$ cat src/rtl/llc_issue_sched_pkg.sv
//------------------------------------------------------------------------------
// llc_issue_sched_pkg: shared source codes and scoreboard/issue packet types.
// Rev 1.0
//------------------------------------------------------------------------------
`default_nettype none

package llc_issue_sched_pkg;

  localparam int LLC_SET_BITS = 9;
  localparam int LLC_INFLIGHT = 4;

  localparam logic [1:0] SRC_RST = 2'd0;
  localparam logic [1:0] SRC_RSP = 2'd1;
  localparam logic [1:0] SRC_REQ = 2'd2;
  localparam logic [1:0] SRC_DMA = 2'd3;

  typedef struct packed {
    logic                    valid;
    logic [LLC_SET_BITS-1:0] set;
  } sb_entry_t;

  typedef struct packed {
    logic [1:0]                      src;
    logic [LLC_SET_BITS-1:0]         set;
    logic [$clog2(LLC_INFLIGHT)-1:0] idx;
  } issue_pkt_t;

endpackage

`default_nettype wire

$ cat src/rtl/llc_set_scoreboard.sv
//------------------------------------------------------------------------------
// llc_set_scoreboard: in-flight set table with lowest-free allocator and retire.
// Rev 1.0
//------------------------------------------------------------------------------
`default_nettype none

module llc_set_scoreboard
  import llc_issue_sched_pkg::*;
#(
  parameter int SET_BITS = LLC_SET_BITS,
  parameter int INFLIGHT = LLC_INFLIGHT
) (
  input  logic                        clk,
  input  logic                        rst,
  input  logic                        alloc,
  input  logic [SET_BITS-1:0]         alloc_set,
  output logic [$clog2(INFLIGHT)-1:0] free_idx,
  input  logic                        retire_valid,
  input  logic [$clog2(INFLIGHT)-1:0] retire_idx,
  input  logic [SET_BITS-1:0]         lookup_a,
  input  logic [SET_BITS-1:0]         lookup_b,
  output logic                        hit_a,
  output logic                        hit_b,
  output logic                        full,
  output logic                        empty
);

  localparam int IDX_W = $clog2(INFLIGHT);

  sb_entry_t           r_entries [INFLIGHT];
  logic [INFLIGHT-1:0] w_valid;
  logic [INFLIGHT-1:0] w_hit_a;
  logic [INFLIGHT-1:0] w_hit_b;

  // Allocation is applied after retire so an allocation into a slot that is
  // (redundantly) retired in the same cycle keeps the new entry.
  always_ff @(posedge clk or posedge rst) begin
    if (rst) begin
      for (int i = 0; i < INFLIGHT; i++) begin
        r_entries[i] <= '0;
      end
    end else begin
      if (retire_valid) begin
        r_entries[retire_idx].valid <= 1'b0;
      end
      if (alloc) begin
        r_entries[free_idx] <= '{valid: 1'b1, set: alloc_set};
      end
    end
  end

  always_comb begin
    w_valid  = '0;
    w_hit_a  = '0;
    w_hit_b  = '0;
    free_idx = '0;
    for (int i = INFLIGHT - 1; i >= 0; i--) begin
      w_valid[i] = r_entries[i].valid;
      w_hit_a[i] = r_entries[i].valid && (r_entries[i].set == lookup_a);
      w_hit_b[i] = r_entries[i].valid && (r_entries[i].set == lookup_b);
      if (!r_entries[i].valid) begin
        free_idx = IDX_W'(i);
      end
    end
  end

  assign hit_a = |w_hit_a;
  assign hit_b = |w_hit_b;
  assign full  = &w_valid;
  assign empty = ~|w_valid;

endmodule

`default_nettype wire

$ cat src/rtl/llc_issue_sched.sv
//------------------------------------------------------------------------------
// llc_issue_sched: LLC front-end arbiter/issue register; LLC_STARVE_GUARD_EN
// enables the rsp-over-req/dma starvation override.          Rev 1.0
//------------------------------------------------------------------------------
`default_nettype none

module llc_issue_sched
  import llc_issue_sched_pkg::*;
#(
  parameter int SET_BITS = LLC_SET_BITS,
  parameter int INFLIGHT = LLC_INFLIGHT
`ifdef LLC_STARVE_GUARD_EN
  ,
  parameter int STARVE_LIMIT = 8
`endif
) (
  input  logic                        clk,
  input  logic                        rst,
  input  logic                        rst_tb_valid,
  output logic                        rst_tb_ready,
  input  logic                        rsp_valid,
  output logic                        rsp_ready,
  input  logic [SET_BITS-1:0]         rsp_set,
  input  logic                        req_valid,
  output logic                        req_ready,
  input  logic [SET_BITS-1:0]         req_set,
  input  logic                        dma_valid,
  output logic                        dma_ready,
  input  logic [SET_BITS-1:0]         dma_set,
  output logic                        issue_valid,
  input  logic                        issue_ready,
  output logic [1:0]                  issue_src,
  output logic [SET_BITS-1:0]         issue_set,
  output logic [$clog2(INFLIGHT)-1:0] issue_idx,
  input  logic                        retire_valid,
  input  logic [$clog2(INFLIGHT)-1:0] retire_idx,
  output logic                        sb_empty,
  output logic                        drain_busy
);

  localparam int IDX_W = $clog2(INFLIGHT);

  typedef enum logic [0:0] {
    ST_RUN   = 1'b0,
    ST_DRAIN = 1'b1
  } state_t;

  state_t              r_state;
  state_t              w_state_nxt;
  issue_pkt_t          r_issue;
  logic                r_issue_valid;
  logic                r_rr_dma;

  logic                w_full;
  logic                w_empty;
  logic                w_req_hit;
  logic                w_dma_hit;
  logic [IDX_W-1:0]    w_free_idx;
  logic                w_issue_free;
  logic                w_rsp_elig;
  logic                w_req_elig;
  logic                w_dma_elig;
  logic                w_rd_any;
  logic                w_pick_dma;
  logic                w_override;
  logic                w_acc_rsp;
  logic                w_acc_req;
  logic                w_acc_dma;
  logic                w_acc_rst;
  logic                w_rst_rdy;
  logic                w_alloc;
  logic [1:0]          w_alloc_src;
  logic [SET_BITS-1:0] w_alloc_set;

  llc_set_scoreboard #(
    .SET_BITS (SET_BITS),
    .INFLIGHT (INFLIGHT)
  ) u_sb (
    .clk          (clk),
    .rst          (rst),
    .alloc        (w_alloc),
    .alloc_set    (w_alloc_set),
    .free_idx     (w_free_idx),
    .retire_valid (retire_valid),
    .retire_idx   (retire_idx),
    .lookup_a     (req_set),
    .lookup_b     (dma_set),
    .hit_a        (w_req_hit),
    .hit_b        (w_dma_hit),
    .full         (w_full),
    .empty        (w_empty)
  );

  // Readies are held low while reset is asserted.
  assign w_issue_free = !rst && (!r_issue_valid || issue_ready);
  assign w_rsp_elig   = rsp_valid && !w_full;
  assign w_req_elig   = req_valid && !w_full && !w_req_hit;
  assign w_dma_elig   = dma_valid && !w_full && !w_dma_hit;
  assign w_rd_any     = w_req_elig || w_dma_elig;
  assign w_pick_dma   = w_dma_elig && (r_rr_dma || !w_req_elig);

`ifdef LLC_STARVE_GUARD_EN
  localparam int CNT_W = $clog2(STARVE_LIMIT + 1);

  logic [CNT_W-1:0] r_starve_cnt;

  assign w_override = (r_starve_cnt == CNT_W'(STARVE_LIMIT)) && w_rd_any;

  always_ff @(posedge clk or posedge rst) begin
    if (rst) begin
      r_starve_cnt <= '0;
    end else if (w_acc_req || w_acc_dma) begin
      r_starve_cnt <= '0;
    end else if (w_acc_rsp && w_rd_any && (r_starve_cnt != CNT_W'(STARVE_LIMIT))) begin
      r_starve_cnt <= r_starve_cnt + CNT_W'(1);
    end
  end
`else
  assign w_override = 1'b0;
`endif

  always_comb begin
    w_state_nxt = r_state;
    w_acc_rsp   = 1'b0;
    w_acc_req   = 1'b0;
    w_acc_dma   = 1'b0;
    w_rst_rdy   = 1'b0;
    case (r_state)
      ST_RUN: begin
        // A pending flush blocks all other accepts from the cycle it appears.
        if (rst_tb_valid) begin
          w_state_nxt = ST_DRAIN;
        end else if (w_issue_free) begin
          if (w_rsp_elig && !w_override) begin
            w_acc_rsp = 1'b1;
          end else if (w_rd_any) begin
            w_acc_dma = w_pick_dma;
            w_acc_req = !w_pick_dma;
          end
        end
      end
      ST_DRAIN: begin
        w_rst_rdy = w_empty && w_issue_free;
        if (w_rst_rdy && rst_tb_valid) begin
          w_state_nxt = ST_RUN;
        end
      end
      default: begin
        w_state_nxt = ST_RUN;
      end
    endcase
  end

  assign w_acc_rst = w_rst_rdy && rst_tb_valid;
  assign w_alloc   = w_acc_rsp || w_acc_req || w_acc_dma;

  always_comb begin
    w_alloc_src = SRC_DMA;
    w_alloc_set = dma_set;
    if (w_acc_rsp) begin
      w_alloc_src = SRC_RSP;
      w_alloc_set = rsp_set;
    end else if (w_acc_req) begin
      w_alloc_src = SRC_REQ;
      w_alloc_set = req_set;
    end
  end

  always_ff @(posedge clk or posedge rst) begin
    if (rst) begin
      r_state       <= ST_RUN;
      r_issue_valid <= 1'b0;
      r_issue       <= '0;
      r_rr_dma      <= 1'b0;
    end else begin
      r_state <= w_state_nxt;
      if (w_alloc) begin
        r_issue_valid <= 1'b1;
        r_issue       <= '{src: w_alloc_src, set: w_alloc_set, idx: w_free_idx};
      end else if (w_acc_rst) begin
        r_issue_valid <= 1'b1;
        r_issue       <= '{src: SRC_RST, set: '0, idx: '0};
      end else if (issue_ready) begin
        r_issue_valid <= 1'b0;
      end
      // Pointer moves to whichever of req/dma lost this grant.
      if (w_acc_req) begin
        r_rr_dma <= 1'b1;
      end else if (w_acc_dma) begin
        r_rr_dma <= 1'b0;
      end
    end
  end

  assign rst_tb_ready = w_rst_rdy;
  assign rsp_ready    = w_acc_rsp;
  assign req_ready    = w_acc_req;
  assign dma_ready    = w_acc_dma;
  assign issue_valid  = r_issue_valid;
  assign issue_src    = r_issue.src;
  assign issue_set    = r_issue.set;
  assign issue_idx    = r_issue.idx;
  assign sb_empty     = w_empty;
  assign drain_busy   = (r_state == ST_DRAIN);

endmodule

`default_nettype wire

$ cat config.mk
export PLATFORM = sky130hd
export DESIGN_NAME = llc_issue_sched
export DESIGN_NICKNAME = d
export VERILOG_FILES = /design/src/rtl/llc_issue_sched_pkg.sv /design/src/rtl/llc_set_scoreboard.sv /design/src/rtl/llc_issue_sched.sv
export SDC_FILE = /design/constraint.sdc
export NUM_CORES = 1
export LEC_CHECK = 0
export CORE_MARGIN = 4
export CORE_UTILIZATION = 45
export CTS_BUF_LIST = sky130_fd_sc_hd__clkbuf_8
export DETAILED_ROUTE_END_ITERATION = 8
export GPL_ROUTABILITY_DRIVEN = 0
export GPL_TIMING_DRIVEN = 1
export PLACE_DENSITY = 0.69
export SYNTH_ARGS = -nofsm -noshare
export SYNTH_HDL_FRONTEND = slang
export SYNTH_SLANG_ARGS = --single-unit
$ cat constraint.sdc
create_clock -name clk -period 4.76 [get_ports clk]
set_clock_uncertainty 0.1 [all_clocks]
set_input_delay 0.952 -clock clk [delete_from_list [all_inputs] [get_ports clk]]
set_output_delay 0.952 -clock clk [all_outputs]
set_load 0.03 [all_outputs]
==> impl_metrics.py <==
metrics = {
    "hold_path": {
        "min_from": "issue_src[1]$_DFFE_PP0P_",
        "min_to": "issue_src[1]$_DFFE_PP0P_",
        "hold_class": "reg -> reg",
        "holdPathStages": 1,
    },
    "timing": {
        "setup_viol": 0,
        "drv_slew": 0,
        "max_clock_freq_mhz": 231,
        "hold_viol": 0,
        "setup_tns_ns": 0,
        "worst_pin_slew_ns": 0.792,
        "min_period_ns": 4.33,
        "rsz0062_at_grt": "no",
        "slew_headroom": 0.469,
        "period_share": 0.911,
    },
    "setup_path": {
        "r2r_slack_ns": 1.58,
        "reg2reg_from": "u_sb.r_entries[39]$_DFF_PP0_",
        "r2r-end": "u_sb.r_entries[26]$_DFFE_PP0P_",
        "slowest_stage": "clkdlybuf4s50_1",
        "cp-start-kind": "input pin",
        "max_stage_delay_ns": 0.55,
        "endpoint_kind": "primary output",
        "path_cells": "clkdlybuf4s50_1 > xor2_1 > nor4_1 > nand4_1 > and4_1 > and3_1 > nor2_1 > dlymetal6s2s_1",
        "path_class": "in -> out",
        "worst_ep_required_time_ns": 3.71,
        "r2r_cells": 8,
        "worst-path-max-fanout": 5,
        "arrival_ns": 3.28,
    },
    "power_and_ir_drop": {
        "sequentialPowerShare": 0.422,
        "p_sw_mw": 0.695,
        "power_density_nw_per_um2": 424,
        "swShare": 0.388,
        "p_comb_frac": 0.428,
        "leakagePower_nw": 1.97,
        "internal_power_mw": 1.10,
        "pwr-share-clk": 0.150,
        "ir_drop_uv": 258,
    },
    "floorplan": {
        "die_w_microns": 96.6,
        "pin_count": 57,
        "fp.dieH_microns": 96.6,
        "fp.dieArea_sq_um": 9330,
        "core_area_sq_um": 7690,
        "initial_utilization": 0.459,
        "rows": 32,
    },
    "global_routing": {
        "antenna_found_initial": 0,
        "top_usage_layer": "met2",
        "grt.total_usage": 0.215,
        "grt_pass1_wl_microns": 14900,
        "first_global_vias": 2819,
        "grtUsageMet2": 0.341,
        "grtUsageMet1": 0.298,
        "grt_use_met3": 0.0380,
        "grt_overflow": 0,
        "grt_start_max_net_pins": 57,
    },
    "layout": {
        "final_common_cell": "xor2_1",
        "nets": 398,
        "drive_above_1_share": 0.191,
        "antennaDiodeCount": 0,
        "final_util": 0.550,
        "fillers": 693,
        "syn_to_final_growth_pct": 19.6,
        "layout_common_cells": "xor2_1 (58), dfrtp_1 (56), clkdlybuf4s50_1 (53)",
        "finalNonFillerCells": 464,
    },
    "clock_tree": {
        "cts.path.max_buffers": 2,
        "clock_sinks": 56,
        "cts_made_buffers": 5,
        "postCtsSetupBuffers": 0,
        "clk_pin_slew_ns": 0.10,
        "cts_tree": "yes",
        "h-tree-depth": 2,
        "cts_root_buf": "clkbuf_8",
        "holdBufCountCts": 0,
        "clock_latency_ns": 0.32,
        "ctsResizeCount": 0,
    },
    "placement": {
        "portBuffers": 56,
        "dp_cells": 456,
        "dp_hpwl_microns": 6980,
    },
    "detailed_routing": {
        "wl_per_cell_microns": 20.3,
        "routed_via_density": 5.59,
        "route.detailed.drc": 0,
        "drt_first_pass_iters": 4,
        "totalWireLength_microns": 9410,
        "num_vias": 2596,
        "drt_iter0_markers": 184,
        "ant_nets": 0,
    },
    "logic_synthesis": {
        "ys_types": 39,
        "syn_area_sq_um": 3530,
        "ys_ff_latch": 56,
        "syn_avg_cell_area_sq_um": 11.1,
        "seq_area_frac_synth": 0.397,
        "syn_inst": 319,
        "ys.flop_type": "dfrtp_1",
        "syn_nets": 356,
        "async_flop_share": 1.00,
        "yosysWarnings": 0,
        "synth_edf_count": 0,
    },
    "job": {
        "cap_violations": 0,
    },
    "status": {
        "status": "finished clean",
    },
}
## logic make-up (layout without fill, tap and decap cells)
| kind of cell | Yosys count | in the layout | synth area share |
|---|---|---|---|
| AO/OA/AOI/OAI | 51 | 51 | 0.107 |
| XOR/XNOR | 72 | 72 | 0.179 |
| buffers and inverters | 35 | 78 | 0.0521 |
| flip-flops | 56 | 56 | 0.397 |
| multiplexers | 36 | 36 | 0.151 |
| AND/OR/NAND/NOR | 69 | 69 | 0.115 |
## cell type report
type                    count  area, sq um  share of cell area
flip-flops and latches     56         1400               0.332
well taps                 102          128              0.0302
multi-input cells         228         1950               0.462
clock inverters             3         22.5             0.00533
clock buffers               5         68.8              0.0163
inverters                   4         15.0             0.00355
repair buffers             66          638               0.151
## registers in the layout, summed over array words and instances (netlist names)
signal          flops
u_sb.r_entries     40
issue_set           9
issue_idx           2
issue_src           2
drain_busy          1
issue_valid         1
r_rr_dma            1
## per-stage QoR
stage	power, mW	hold slack, ns	setup slack [ns]	instance area [sq um]
floorplan	1.26	0.387	0.167	3530
global placement	1.52	0.376	0.0967	4130
detailed placement	1.53	0.373	0.106	4130
CTS	1.80	0.397	0.0727	4220
global route	1.89	0.415	0.357	4230
finish	1.79	0.392	0.426	4230
## power by group through the flow
stage	Sequential [mW]	Combinational, mW	Clock [mW]
final	0.755	0.767	0.269
after global routing	0.776	0.822	0.293
after CTS	0.752	0.772	0.276
after detailed placement	0.759	0.766	0
after global placement	0.758	0.760	0
after floorplan	0.833	0.423	0
## layer usage
layer / up-vias / wire length [microns]
met4: 0 / 214
met3: 17 / 491
li1: 1196 / -
met5: - / 0
met2: 77 / 4570
met1: 1306 / 4140
## cell usage after synthesis (all sizes together), types with 2 or more instances
cell type | number | share of area
a22o | 9 | 0.022
a21oi | 9 | 0.021
xor2 | 58 | 0.14
buf | 22 | 0.038
o21ai | 14 | 0.020
nor4 | 16 | 0.028
and3 | 2 | 0.0035
clkbuf | 9 | 0.0096
nand3b | 2 | 0.0042
nand3 | 8 | 0.015
a31oi | 9 | 0.016
nor3 | 2 | 0.0042
nor2 | 14 | 0.015
mux2 | 36 | 0.15
nand2 | 8 | 0.0085
dfrtp | 56 | 0.40
nand4 | 9 | 0.016
inv | 4 | 0.0042
a21o | 5 | 0.011
xnor2 | 14 | 0.035
## critical path: cells and delay by family
family	cells	cell delay, ns
AND/OR/NAND/NOR	5	1.26
buffers and inverters	2	0.88
XOR/XNOR	1	0.20
## worst max path at each step
stage,to,slack (ns),startpoint
floorplan,req_ready,0.17,rst
global placement,req_ready,0.1,dma_set[7]
detailed placement,req_ready,0.11,dma_set[7]
CTS,req_ready,0.07,dma_set[7]
global route,req_ready,0.36,dma_set[7]
finish,req_ready,0.43,dma_set[7]
Power figures use the tool's default switching activity.
